<file path="src/rtl/mac_pkg.sv">
// Shared MAC-lane types: operand datatype, sequencer state encoding and the
// operand masking helper used wherever operands are packed for the decoder.
package mac_pkg;

  typedef enum logic [1:0] {
    MAC_DT_INT8 = 2'd0,
    MAC_DT_FP8  = 2'd1,
    MAC_DT_FP16 = 2'd2,
    MAC_DT_INT4 = 2'd3
  } mac_datatype;

  typedef enum logic [1:0] {
    SEQ_IDLE  = 2'd0,
    SEQ_RUN   = 2'd1,
    SEQ_DRAIN = 2'd2,
    SEQ_DONE  = 2'd3
  } mac_seq_state_e;

  // Zero everything above the element width so a stale high byte cannot
  // defeat the decoder's zero detect. Integer formats carry a 9-bit field.
  function automatic logic [15:0] mac_operand_mask(input mac_datatype dt,
                                                   input logic [15:0] data);
    logic [15:0] masked;
    case (dt)
      MAC_DT_FP16: masked = data;
      MAC_DT_FP8:  masked = {8'h00, data[7:0]};
      default:     masked = {7'h00, data[8:0]};
    endcase
    return masked;
  endfunction

endpackage

</file>
<file path="src/rtl/mac_seq_ctrl.sv">
// Job-level sequencer: latches one job config, issues masked A/B operand pairs
// into a single-slot output register, waits out the MAC pipeline, pulses done.
module mac_seq_ctrl
  import mac_pkg::*;
#(
  parameter int LEN_W     = 16,
  parameter int DRAIN_CYC = 4
) (
  input  logic              i_clk,
  input  logic              i_rstn,
  input  logic              i_cfg_valid,
  output logic              o_cfg_ready,
  input  mac_datatype       i_cfg_datatype,
  input  logic [LEN_W-1:0]  i_cfg_len,
  input  logic              i_a_valid,
  output logic              o_a_ready,
  input  logic [15:0]       i_a_data,
  input  logic              i_b_valid,
  output logic              o_b_ready,
  input  logic [15:0]       i_b_data,
  output logic              o_mac_valid,
  input  logic              i_mac_ready,
  output mac_datatype       o_mac_datatype,
  output logic [15:0]       o_mac_a,
  output logic [15:0]       o_mac_b,
  output logic              o_mac_first,
  output logic              o_mac_last,
  output logic              o_busy,
  output logic              o_done
);

  localparam int DRN_W = $clog2(DRAIN_CYC + 1);

  mac_seq_state_e    state_q, state_d;
  logic [LEN_W-1:0]  len_q, len_d;
  logic [LEN_W-1:0]  cnt_q, cnt_d;
  mac_datatype       dt_q, dt_d;
  logic [DRN_W-1:0]  drain_q, drain_d;

  logic              mac_valid_q, mac_valid_d;
  logic [15:0]       mac_a_q, mac_a_d;
  logic [15:0]       mac_b_q, mac_b_d;
  logic              mac_first_q, mac_first_d;
  logic              mac_last_q, mac_last_d;
  logic              cfg_ready_q, cfg_ready_d;
  logic              busy_q, busy_d;
  logic              done_q, done_d;

  logic              in_run_s;
  logic              slot_free_s;
  logic              has_room_s;
  logic              fire_s;
  logic              last_acc_s;

  // cnt < len keeps the count from wrapping even for a full-scale length
  assign in_run_s    = (state_q == SEQ_RUN);
  assign slot_free_s = !mac_valid_q || i_mac_ready;
  assign has_room_s  = (cnt_q < len_q);
  assign o_a_ready   = in_run_s && i_b_valid && slot_free_s && has_room_s;
  assign o_b_ready   = in_run_s && i_a_valid && slot_free_s && has_room_s;
  assign fire_s      = i_a_valid && o_a_ready;
  assign last_acc_s  = mac_valid_q && i_mac_ready && mac_last_q;

  // Job control state machine
  always_comb begin
    state_d = state_q;
    len_d   = len_q;
    cnt_d   = cnt_q;
    dt_d    = dt_q;
    drain_d = drain_q;
    case (state_q)
      SEQ_IDLE: begin
        if (i_cfg_valid) begin
          len_d   = i_cfg_len;
          dt_d    = i_cfg_datatype;
          cnt_d   = {LEN_W{1'b0}};
          state_d = (i_cfg_len == {LEN_W{1'b0}}) ? SEQ_DONE : SEQ_RUN;
        end else begin
          state_d = SEQ_IDLE;
        end
      end
      SEQ_RUN: begin
        if (fire_s) begin
          cnt_d = cnt_q + {{(LEN_W-1){1'b0}}, 1'b1};
        end else begin
          cnt_d = cnt_q;
        end
        if (last_acc_s) begin
          state_d = SEQ_DRAIN;
          drain_d = DRN_W'(DRAIN_CYC - 1);
        end else begin
          state_d = SEQ_RUN;
        end
      end
      SEQ_DRAIN: begin
        if (drain_q == {DRN_W{1'b0}}) begin
          state_d = SEQ_DONE;
        end else begin
          drain_d = drain_q - {{(DRN_W-1){1'b0}}, 1'b1};
        end
      end
      SEQ_DONE: begin
        state_d = SEQ_IDLE;
      end
      default: begin
        state_d = SEQ_IDLE;
      end
    endcase
  end

  // Output slot: load on fire, empty on accept without refill, else hold
  always_comb begin
    mac_valid_d = mac_valid_q;
    mac_a_d     = mac_a_q;
    mac_b_d     = mac_b_q;
    mac_first_d = mac_first_q;
    mac_last_d  = mac_last_q;
    if (fire_s) begin
      mac_valid_d = 1'b1;
      mac_a_d     = mac_operand_mask(dt_q, i_a_data);
      mac_b_d     = mac_operand_mask(dt_q, i_b_data);
      mac_first_d = (cnt_q == {LEN_W{1'b0}});
      mac_last_d  = (cnt_q == (len_q - {{(LEN_W-1){1'b0}}, 1'b1}));
    end else if (i_mac_ready) begin
      mac_valid_d = 1'b0;
    end else begin
      mac_valid_d = mac_valid_q;
    end
  end

  // Status flags registered from the next state
  always_comb begin
    cfg_ready_d = (state_d == SEQ_IDLE);
    busy_d      = (state_d != SEQ_IDLE);
    done_d      = (state_d == SEQ_DONE);
  end

  // State and datapath registers with synchronous active-low reset
  always_ff @(posedge i_clk) begin
    if (!i_rstn) begin
      state_q     <= SEQ_IDLE;
      len_q       <= {LEN_W{1'b0}};
      cnt_q       <= {LEN_W{1'b0}};
      dt_q        <= MAC_DT_INT8;
      drain_q     <= {DRN_W{1'b0}};
      mac_valid_q <= 1'b0;
      mac_a_q     <= 16'h0000;
      mac_b_q     <= 16'h0000;
      mac_first_q <= 1'b0;
      mac_last_q  <= 1'b0;
      cfg_ready_q <= 1'b1;
      busy_q      <= 1'b0;
      done_q      <= 1'b0;
    end else begin
      state_q     <= state_d;
      len_q       <= len_d;
      cnt_q       <= cnt_d;
      dt_q        <= dt_d;
      drain_q     <= drain_d;
      mac_valid_q <= mac_valid_d;
      mac_a_q     <= mac_a_d;
      mac_b_q     <= mac_b_d;
      mac_first_q <= mac_first_d;
      mac_last_q  <= mac_last_d;
      cfg_ready_q <= cfg_ready_d;
      busy_q      <= busy_d;
      done_q      <= done_d;
    end
  end

  assign o_cfg_ready    = cfg_ready_q;
  assign o_busy         = busy_q;
  assign o_done         = done_q;
  assign o_mac_valid    = mac_valid_q;
  assign o_mac_datatype = dt_q;
  assign o_mac_a        = mac_a_q;
  assign o_mac_b        = mac_b_q;
  assign o_mac_first    = mac_first_q;
  assign o_mac_last     = mac_last_q;

endmodule
</file>
<file path="config.mk">
export PLATFORM = sky130hd
export DESIGN_NAME = mac_seq_ctrl
export DESIGN_NICKNAME = d
export VERILOG_FILES = /design/src/rtl/mac_pkg.sv /design/src/rtl/mac_seq_ctrl.sv
export SDC_FILE = /design/constraint.sdc
export NUM_CORES = 1
export LEC_CHECK = 0
export ABC_CLOCK_PERIOD_IN_PS = 2300
export BUFFER_PORTS_ARGS = -buffer_cell sky130_fd_sc_hd__buf_2
export CORE_MARGIN = 5
export CORE_UTILIZATION = 35
export DETAILED_ROUTE_END_ITERATION = 10
export GPL_ROUTABILITY_DRIVEN = 0
export GPL_TIMING_DRIVEN = 0
export SLEW_MARGIN = 20
export SYNTH_ARGS = -nofsm -noshare
export SYNTH_HDL_FRONTEND = slang
export SYNTH_SLANG_ARGS = --single-unit
</file>
<file path="constraint.sdc">
create_clock -name i_clk -period 2.3 [get_ports i_clk]
set_input_delay 0 -clock i_clk [delete_from_list [all_inputs] [get_ports i_clk]]
set_output_delay 0 -clock i_clk [all_outputs]
set_load 0.01 [all_outputs]
</file>
* Word-level counts from Yosys, hierarchy flattened
Index checks and enable logic that the tools add are counted.
** Word-level totals
- Bits of input ports :: 56
- Memories kept :: 0
- Memory bits (read-only) :: 0
- RAM bits :: 0
- Latch bits :: 0
- Register bits after elaboration :: 77
** Cells by class
- Shifts and indexed selects :: 0
- Add/sub/neg operators :: 3
- Multiply operators :: 0
- Multiplexer cells :: 15
- Divide/modulo/power cells :: 0
- Bitwise gates (word level) :: 0
- Reduce and logical (&&, ||, !) cells :: 23
- Equal/unequal tests :: 11
- Order comparisons :: 1
** Operators with widths (count)
- 16-bit one-hot mux with 2 select lines :: 3
- 16-bit zero test :: 2
- 16-bit 2-to-1 mux :: 2
- 16-bit by 1-bit adder with 16-bit output (second input constant) :: 1
- 16-bit == test :: 1
- 16-bit less-than comparator :: 1
- 16-bit by 1-bit subtractor with 16-bit output (second input constant) :: 1
- 1-bit logical AND :: 9
- 2-bit == test (second input constant) :: 4
- 2-bit 2-to-1 mux :: 4
- 2-bit one-hot mux with 4 select lines :: 1
- 2-bit nonzero test :: 4
- 3-bit 2-to-1 mux :: 2
- 3-bit one-hot mux with 2 select lines :: 1
- 3-bit AND reduction :: 2
- 2-bit by 1-bit == test with 1-bit output (second input constant) :: 2
- 2-bit zero test :: 2
- 2-bit by 1-bit != test with 1-bit output (second input constant) :: 2
- 2-bit != test (second input constant) :: 2
- 3-bit zero test :: 1
- 3-bit by 1-bit subtractor with 3-bit output (second input constant) :: 1
- 1-bit 2-to-1 mux :: 2
- 2-bit AND reduction :: 1
- 1-bit zero test :: 1
- 1-bit logical OR :: 1

* Logic depth before layout (Yosys ltp)
Gate-level depths: netlist of the first run.
- Depth after elaboration :: 7
- Depth in mapped cells :: 11

* Least setup slack after synthesis of the first run
Ideal clock, no wire load.
- Path kind :: register -> register
- From :: register len_q[13]
- To :: register cnt_q[7]
- Data arrival time :: 2214 ps
- Required time :: 2230 ps
- Setup time :: 70 ps
- Buffers on the path :: 1
- Setup slack :: 15 ps
- Period minus slack after synthesis :: 2285 ps
- Stages on the path, launching flop included :: 11
- Path through :: dfxtp_1 -> inv_1 -> ha_1 -> a21o_1 -> a21oi_1 -> nor2b_1 -> a211oi_1 -> a21oi_1 -> clkbuf_1 -> or4_1 -> a21oi_1
** On the way
- Word-level cells in the longest chain between the ends :: 5
** Ends and longest elaborated chain
- from (decl) :: line mac_seq_ctrl.sv:35 : logic [LEN_W-1:0] len_q, len_d;
- from (signal assigned) :: line mac_seq_ctrl.sv:142 : len_q <= {LEN_W{1'b0}};
- from (signal assigned) :: line mac_seq_ctrl.sv:156 : len_q <= len_d;
- 16-bit less-than comparator :: line mac_seq_ctrl.sv:58 : assign has_room_s = (cnt_q < len_q);
- 1-bit logical AND :: line mac_seq_ctrl.sv:59 : assign o_a_ready = in_run_s && i_b_valid && slot_free_s && has_room_s;
- 1-bit logical AND :: line mac_seq_ctrl.sv:61 : assign fire_s = i_a_valid && o_a_ready;
- 2-bit by 1-bit != test with 1-bit output (no line)
- 3-bit AND reduction (no line)
- to (signal assigned) :: line mac_seq_ctrl.sv:143 : cnt_q <= {LEN_W{1'b0}};
- to (signal assigned) :: line mac_seq_ctrl.sv:157 : cnt_q <= cnt_d;
- to (decl) :: line mac_seq_ctrl.sv:36 : logic [LEN_W-1:0] cnt_q, cnt_d;
Every way passes these cells.
A chain may end at the register's enable or synchronous reset.

* Worst setup path after layout of the first run
- From :: register len_q[3]
- To :: register cnt_q[6]
Same word-level chain as after synthesis.

==> metrics.md, run 1 <==
| Metric | Value |
|---|---|
| Hold Path Sink | `o_mac_valid` |
| PwrDens | `530 mW/mm^2` |
| Tightest Hold Check Type | `in2reg` |
| CP Capture Type | `flop` |
| Post-synth cell types | `55` |
| Critical path startpoint category | `flop` |
| Global route total overflow | `0` |
| Final #Nets | `781` |
| Global-route wire length before repair | `21,700 um` |
| Core area | `0.0120 mm^2` |
| Switching power | `843 uW` |
| Final hold vios | `0` |
| Via count | `4,413` |
| Worst Path Max Fanout | `7` |
| Place WS | `-0.647 ns` |
| Int Pwr | `2390 uW` |
| Reg-to-reg startpoint | `len_q[3]` |
| Reg power frac | `43.3%` |
| Clock skew | `0.00580 ns` |
| Peak supply drop | `283 uV` |
| Post-Syn Area | `approximately 0.0043 mm^2` |
| Top post-synthesis cells by area | `dfxtp_1, nand2_1, ha_1` |
| Reg2reg path depth | `9` |
| Top cell type's share of synthesized area | `~36%` |
| Reg-to-reg endpoint | `cnt_q[6]` |
| Initial Util | `35.6%` |
| Vias in the first global route | `4,488` |
| Final setup margin | `-0.0242 ns` |
| Commonest cells after routing, fill and taps aside | `nand2_1, buf_2, dfxtp_1, dlygate4sd3_1, a21boi_0` |
| Routing usage on met2 | `31.2%` |
| CTS Buf Count | `9` |
| Async S/R FF share, synth | `0%` |
| DR vias/cell | `approximately 5.2` |
| Root Buffer | `clkbuf_16` |
| FMAX | `0.430 GHz` |
| Antenna Cells | `0` |
| Sequential-to-total area share from yosys stat | `36.2%` |
| Number of flops mapped to enable cells by yosys | `0` |
| Initial antenna violation count | `0` |
| Global Route met3 Usage | `5.29%` |
| # Max-Cap Violations | `0` |
| Initial DRT Pass Iterations | `4` |
| Flops & latches, synth | `77` |
| Worst EP required | `about 2.6 ns` |
| Die Width | `120 um` |
| DIE AREA | `between 0.01 and 0.015 mm^2` |
| Comb pwr share | `18.3%` |
| Die Span Y | `120 um` |
| Syn_nets | `612` |
| Initial DRC count | `191` |
| Worst Tran Pin Value | `~0.54 ns` |
| # rows | `40` |
| Met1 usage | `22.7%` |
| RSZ-0062 raised after global routing | `true` |
| Cells after synthesis | `531` |
| Most common cell after layout, fill and taps aside | `nand2_1` |
| Layer with the highest usage | `met2` |
| Wirelength per Cell | `approximately 16 um` |
| Worst Hold Path Cells | `3` |
| P&R area growth vs syn | `43.5%` |
| Failing checks | `negative setup slack` |
| Max-slew headroom | `about 64%` |
| Slew Limit Fails | `0` |
| I/O Pins | `between 90 and 100` |
| Largest area contributor in the netlist | `dfxtp_1` |
| Layout cells sized above 1 | `28.8%` |
| Min Tclk post-route | `2.32 ns` |
| Outcome | `finished with violations` |
| Deepest clock path buffer count | `2` |
| Hold path startpoint | `i_mac_ready` |
| Placed Cells | `approximately 770` |
| Pin count of the biggest net entering global routing | `12` |
| Final ANT Viol Nets | `0` |
| GRT Total Usage | `18.3%` |
| Net Sw Frac | `26.1%` |
| Clk pwr share | `38.4%` |
| Synth Area per Inst | `8.01 um^2` |
| Dominant synthesized flop cell | `dfxtp_1` |
| Post-route DRC | `0` |
| Clk slew on worst S/H paths | `0.05 ns` |
| Fin crit share | `101%` |
| CTS Sinks | `77` |
| Port Buffer Count | `96` |
| Hold slack | `0.104 ns` |
| DP Wirelength | `9410 um` |
| Skew-Pair Late Insertion Delay | `around 0.33 ns` |
| Synthesis Warnings | `0` |
| WP data arrival | `2.58 ns` |
| Fillers | `1,069` |
| Final Instance Count excl. Fillers | `849` |
| Routed Wire Length | `roughly 13,000 um` |
| CTS HTree Levels | `3` |
| Crit Path Class | `reg2reg` |
| TritonCTS clock tree | `built` |
| Internal reg-to-reg setup slack | `-0.02 ns` |
| Static leakage | `0.00243 uW` |
| Setup violators final | `3` |
## layout make-up
class | count | area, um^2 | area share, %
Clock inverter | 2 | 12.5 | 0.205
Timing Repair Buffer | 160 | 1110 | 18.2
Inverter | 29 | 109 | 1.78
Multi-Input combinational cell | 393 | 2700 | 44.3
Tap cell | 147 | 184 | 3.01
Buffer | 30 | 148 | 2.42
Sequential cell | 77 | 1600 | 26.1
Clock buffer | 11 | 243 | 3.98
## cell families (layout without fill, tap and decap cells)
logic type	Yosys count	after routing	synth area share [%]
buffers and inverters	61	232	5.47
XOR/XNOR	18	18	3.71
multiplexers	1	1	0.265
AND/OR/NAND/NOR	213	213	25.3
AO/OA/AOI/OAI	136	136	21.7
adder cells (fa/ha/maj)	25	25	7.36
flip-flops	77	77	36.2
## state kept, by name, indices dropped and copies added, names as in the netlist
signal and count:
o_busy 1, o_mac_valid 1, len_q 16, o_mac_datatype 2, state_q 2, o_mac_a 16
o_done 1, cnt_q 16, o_mac_first 1, o_cfg_ready 1, o_mac_b 16, drain_q 3
o_mac_last 1
## cells in the mapped netlist (3+ instances only)
library cell,n
a21boi_0,36
a21boi_1,19
a21oi_1,31
a41oi_1,3
and2_1,4
and3_1,5
buf_2,3
clkbuf_1,27
dfxtp_1,77
ha_1,25
inv_1,29
nand2_1,104
nand2b_1,3
nand3_1,26
nand4_1,13
nor2_1,8
nor2b_1,6
nor3_1,6
nor4_1,7
o211ai_1,3
o21ai_0,22
o31ai_1,3
or3_1,10
or4_1,6
xnor2_1,10
xor2_1,8
## repair_timing
item	in CTS	in global routing
gates resized for setup	38	71
pin swaps	8	32
setup endpoints to repair	53	47
endpoints found under the hold margin	50	0
buffers inserted	5	8
hold buffers	50	0
gates cloned	1	0
## worst max path at each step
stage	start	endpoint	slack [ns]	depth (start not counted)
3_3_place_gp	len_q[10]	cnt_q[4]	-0.57	10
5_1_grt	len_q[6]	o_mac_last	-0.10	8
3_5_place_dp	len_q[10]	cnt_q[11]	-0.65	10
6_report	len_q[3]	cnt_q[6]	-0.02	9
2_1_floorplan	len_q[13]	cnt_q[7]	0.02	10
4_1_cts	len_q[6]	o_mac_last	-0.05	8
## layer usage
metal  vias to the layer above  routed length (um)
met5                         -                   0
met4                         0                 197
met3                        15                1020
met2                       127                6390
met1                      2070                5590
li1                       2201                   -
## per-stage QoR
stage,setup TNS (ns),power [uW],area (um^2),util [%]
2_1_floorplan,0,1720,4250,-
3_3_place_gp,-17.70,1860,4920,41.1
3_5_place_dp,-21.52,1870,4920,41.1
4_1_cts,-0.0655,3220,5810,48.6
5_1_grt,-0.581,3400,6100,51.0
6_report,-0.0576,3230,6100,51.0
## power groups by stage
stage                     registers [uW]  logic (uW)  clock network, uW
after global routing                1400         658               1340
after floorplan                     1430         287                  0
after CTS                           1410         533               1280
after global placement              1430         428                  0
final                               1400         593               1240
after detailed placement            1440         437                  0
## worst max-delay path: stages, from the launching register on
cell and delay [ns]:
dfxtp_4 0.39, inv_1 0.07, ha_1 0.33, a21oi_2 0.17, o21ai_2 0.10, a211oi_4 0.30, a21oi_2 0.12, buf_4 0.16
or4_4 0.47, a21oi_2 0.14
Note: power is estimated with default switching activity, not from simulation.
==> inputs of run 2 (changes only) <==
- CORE_MARGIN: 5 -> not set
- CTS_CLUSTER_SIZE: not set -> 8
- SETUP_SLACK_MARGIN: not set -> 0.4
==> run 2 against run 1 <==
The flow finishes with violations (design-rule violations). Critical path type unchanged. Maximum frequency increased by 1.8%. Utilization increased by 8.6 points. Via count up 5.7%. Power rose by 12%. Largest power group is now the clock network. Flip-flop and latch count is the same. Worst hold slack worse by 0.013 ns. Critical path depth is 2 higher. Register-to-register slack improved by 0.04 ns. Cell count rose by 3.2%.
==> metrics.md, run 2 (synthesis results as in run 1) <==
| Metric | Value |
|---|---|
| Outcome | `finished with violations (unchanged)` |
| Failing checks | `design-rule violations (was negative setup slack)` |
| Worst EP required | `2.58 ns (was 2.55 ns)` |
| Commonest cells after routing, fill and taps aside | `buf_2, nand2_1, dfxtp_1, dlygate4sd3_1, buf_4 (was nand2_1, buf_2, dfxtp_1, dlygate4sd3_1, a21boi_0)` |
| Fin crit share | `99.2% (was 101%)` |
| # Max-Cap Violations | `0 (unchanged)` |
| Global-route wire length before repair | `21,900 um (was 21,700 um)` |
| Peak supply drop | `352 uV (was 283 uV)` |
| P&R area growth vs syn | `62.7% (was 43.5%)` |
| Pin count of the biggest net entering global routing | `15 (was 12)` |
| Hold slack | `0.0913 ns (was 0.104 ns)` |
| Deepest clock path buffer count | `2 (unchanged)` |
| Skew-Pair Late Insertion Delay | `0.34 ns (was 0.33 ns)` |
| Place WS | `-0.185 ns (was -0.647 ns)` |
| Wirelength per Cell | `17.1 um (was 15.5 um)` |
| Die Span Y | `112 um (was 120 um)` |
| Internal reg-to-reg setup slack | `0.02 ns (was -0.02 ns)` |
| Via count | `4,666 (was 4,413)` |
| Root Buffer | `clkbuf_16 (unchanged)` |
| Post-placement cell area | `0.00508 mm^2 (was 0.00492 mm^2)` |
| Setup crit end | `o_mac_first (was cnt_q[6])` |
| TritonCTS clock tree | `built (unchanged)` |
| # rows | `39 (was 40)` |
| Max-slew headroom | `53.2% (was 64.1%)` |
| CP Capture Type | `flop (unchanged)` |
| Worst setup startpoint | `cnt_q[13] (was len_q[3])` |
| Port Buffer Count | `96 (unchanged)` |
| Vias in the first global route | `4,495 (was 4,488)` |
| GRT Total Usage | `22.2% (was 18.3%)` |
| Routed Wire Length | `15,000 um (was 13,200 um)` |
| Initial DRT Pass Iterations | `8 (was 4)` |
| Sequential cell area | `0.00161 mm^2 (was 0.00160 mm^2)` |
| Initial antenna violation count | `0 (unchanged)` |
| Non-Filler Cell Area, Final | `0.00692 mm^2 (was 0.00610 mm^2)` |
| Tightest Hold Check Type | `in2reg (unchanged)` |
| Most common cell after layout, fill and taps aside | `buf_2 (was nand2_1)` |
| I/O Pins | `98 (unchanged)` |
| Final #Nets | `809 (was 781)` |
| Setup violators final | `0 (was 3)` |
| Post-route DRC | `1 (was 0)` |
| Antenna Cells | `0 (unchanged)` |
| Core area | `0.0116 mm^2 (was 0.0120 mm^2)` |
| Reg-to-reg startpoint | `cnt_q[13] (was len_q[3])` |
| Slew Limit Fails | `0 (unchanged)` |
| CTS HTree Levels | `3 (unchanged)` |
| DP Wirelength | `9400 um (was 9410 um)` |
| TNS Setup | `0 ns (was -0.0576 ns)` |
| Final ANT Viol Nets | `0 (unchanged)` |
| Die Width | `112 um (was 120 um)` |
| CTS Buf Count | `9 (unchanged)` |
| Initial Util | `36.6% (was 35.6%)` |
| Reg2reg path depth | `11 (was 9)` |
| Min Tclk post-route | `2.28 ns (was 2.32 ns)` |
| Worst Tran Pin Value | `0.702 ns (was 0.538 ns)` |
| FMAX | `0.438 GHz (was 0.430 GHz)` |
| Static leakage | `0.00283 uW (was 0.00243 uW)` |
| Clk slew on worst S/H paths | `0.06 ns (was 0.05 ns)` |
| Final setup margin | `0.0177 ns (was -0.0242 ns)` |
| Fin util | `59.6% (was 51.0%)` |
| Worst Path Max Fanout | `5 (was 7)` |
| WP data arrival | `2.56 ns (was 2.58 ns)` |
| Clock skew | `0.00621 ns (was 0.00580 ns)` |
| DR vias/cell | `5.33 (was 5.20)` |
| Crit Path Class | `reg2reg (unchanged)` |
| Layout cells sized above 1 | `40.4% (was 28.8%)` |
| Reg-to-reg endpoint | `o_mac_first (was cnt_q[6])` |
| RSZ-0062 raised after global routing | `true (unchanged)` |
| CTS Sinks | `77 (unchanged)` |
| Global route total overflow | `0 (unchanged)` |
| Critical path startpoint category | `flop (unchanged)` |
| PwrDens | `523 mW/mm^2 (was 530 mW/mm^2)` |
| Fillers | `979 (was 1,069)` |
| Initial DRC count | `254 (was 191)` |
| DIE AREA | `0.0126 mm^2 (was 0.0145 mm^2)` |
| Footprint of the multi-input gates | `0.00301 mm^2 (was 0.00270 mm^2)` |
| Final hold vios | `0 (unchanged)` |
run 2: changes by cell type in the layout (fill, tap and decap cells not counted), sizes merged:
cell      delta
buf         +25
bufinv       +1
clkbuf       +1
clkinv       +2
clkinvlp     -1
inv          +2
nand2        +1
run 2: cell type report:
cell class              instances  area share [%]
repair buffers                185            20.4
clock buffers                  10            3.62
well taps                     143            2.59
clock inverters                 6           0.958
multi-input cells             394            43.5
flip-flops and latches         77            23.2
inverters                      29            1.65
plain buffers                  32            4.09
run 2: worst max-delay path, stage by stage, from the launching register on:
cell and delay [ns]:
dfxtp_4 0.36, ha_4 0.24, a21o_1 0.16, a21oi_2 0.17
nor2b_2 0.07, a211oi_2 0.33, buf_4 0.19, and2_4 0.17
buf_12 0.13, buf_8 0.13, nand4_1 0.11, a21boi_1 0.14
run 2: report_power, final:
| group | switching (uW) | total, uW | internal (uW) |
|---|---|---|---|
| registers | 35.9 | 1400 | 1360 |
| clock network | 612 | 1520 | 913 |
| logic | 351 | 700 | 350 |
| total | 999 | 3620 | 2620 |
run 2: how the worst min path moves through the flow:
stage,cells past startpoint,slack [ns],start,end
detailed placement,3,0.25,i_b_data[6],o_mac_b[6]
floorplan,2,0.13,i_cfg_len[10],len_q[10]
global route,3,0.10,i_mac_ready,o_mac_valid
CTS,3,0.08,i_cfg_valid,state_q[0]
finish,3,0.09,i_cfg_valid,state_q[0]
global placement,3,0.24,i_a_data[3],o_mac_a[3]
run 2: routing by layer:
metal / track usage [%] / vias to the layer above / wire, um
li1: - / 2268 / -
met1: 27.0 / 2227 / 6440
met2: 38.4 / 138 / 7540
met3: 3.51 / 33 / 587
met4: 10.6 / 0 / 397
met5: 0 / - / 0
run 2: per-stage QoR:
step,power [uW],std cells
floorplan,1740,531
global placement,1890,770
detailed placement,1900,770
CTS,3530,856
global route,3750,876
finish,3620,876
run 2: repair_timing:
| action | in CTS | in global routing |
|---|---|---|
| cloned | 2 | 7 |
| resized for setup | 73 | 107 |
| buffers inserted | 18 | 13 |
| hold buffers | 50 | 0 |
| endpoints found under the hold margin | 50 | 0 |
| pin swaps | 17 | 61 |
| endpoints found under the setup margin | 63 | 63 |
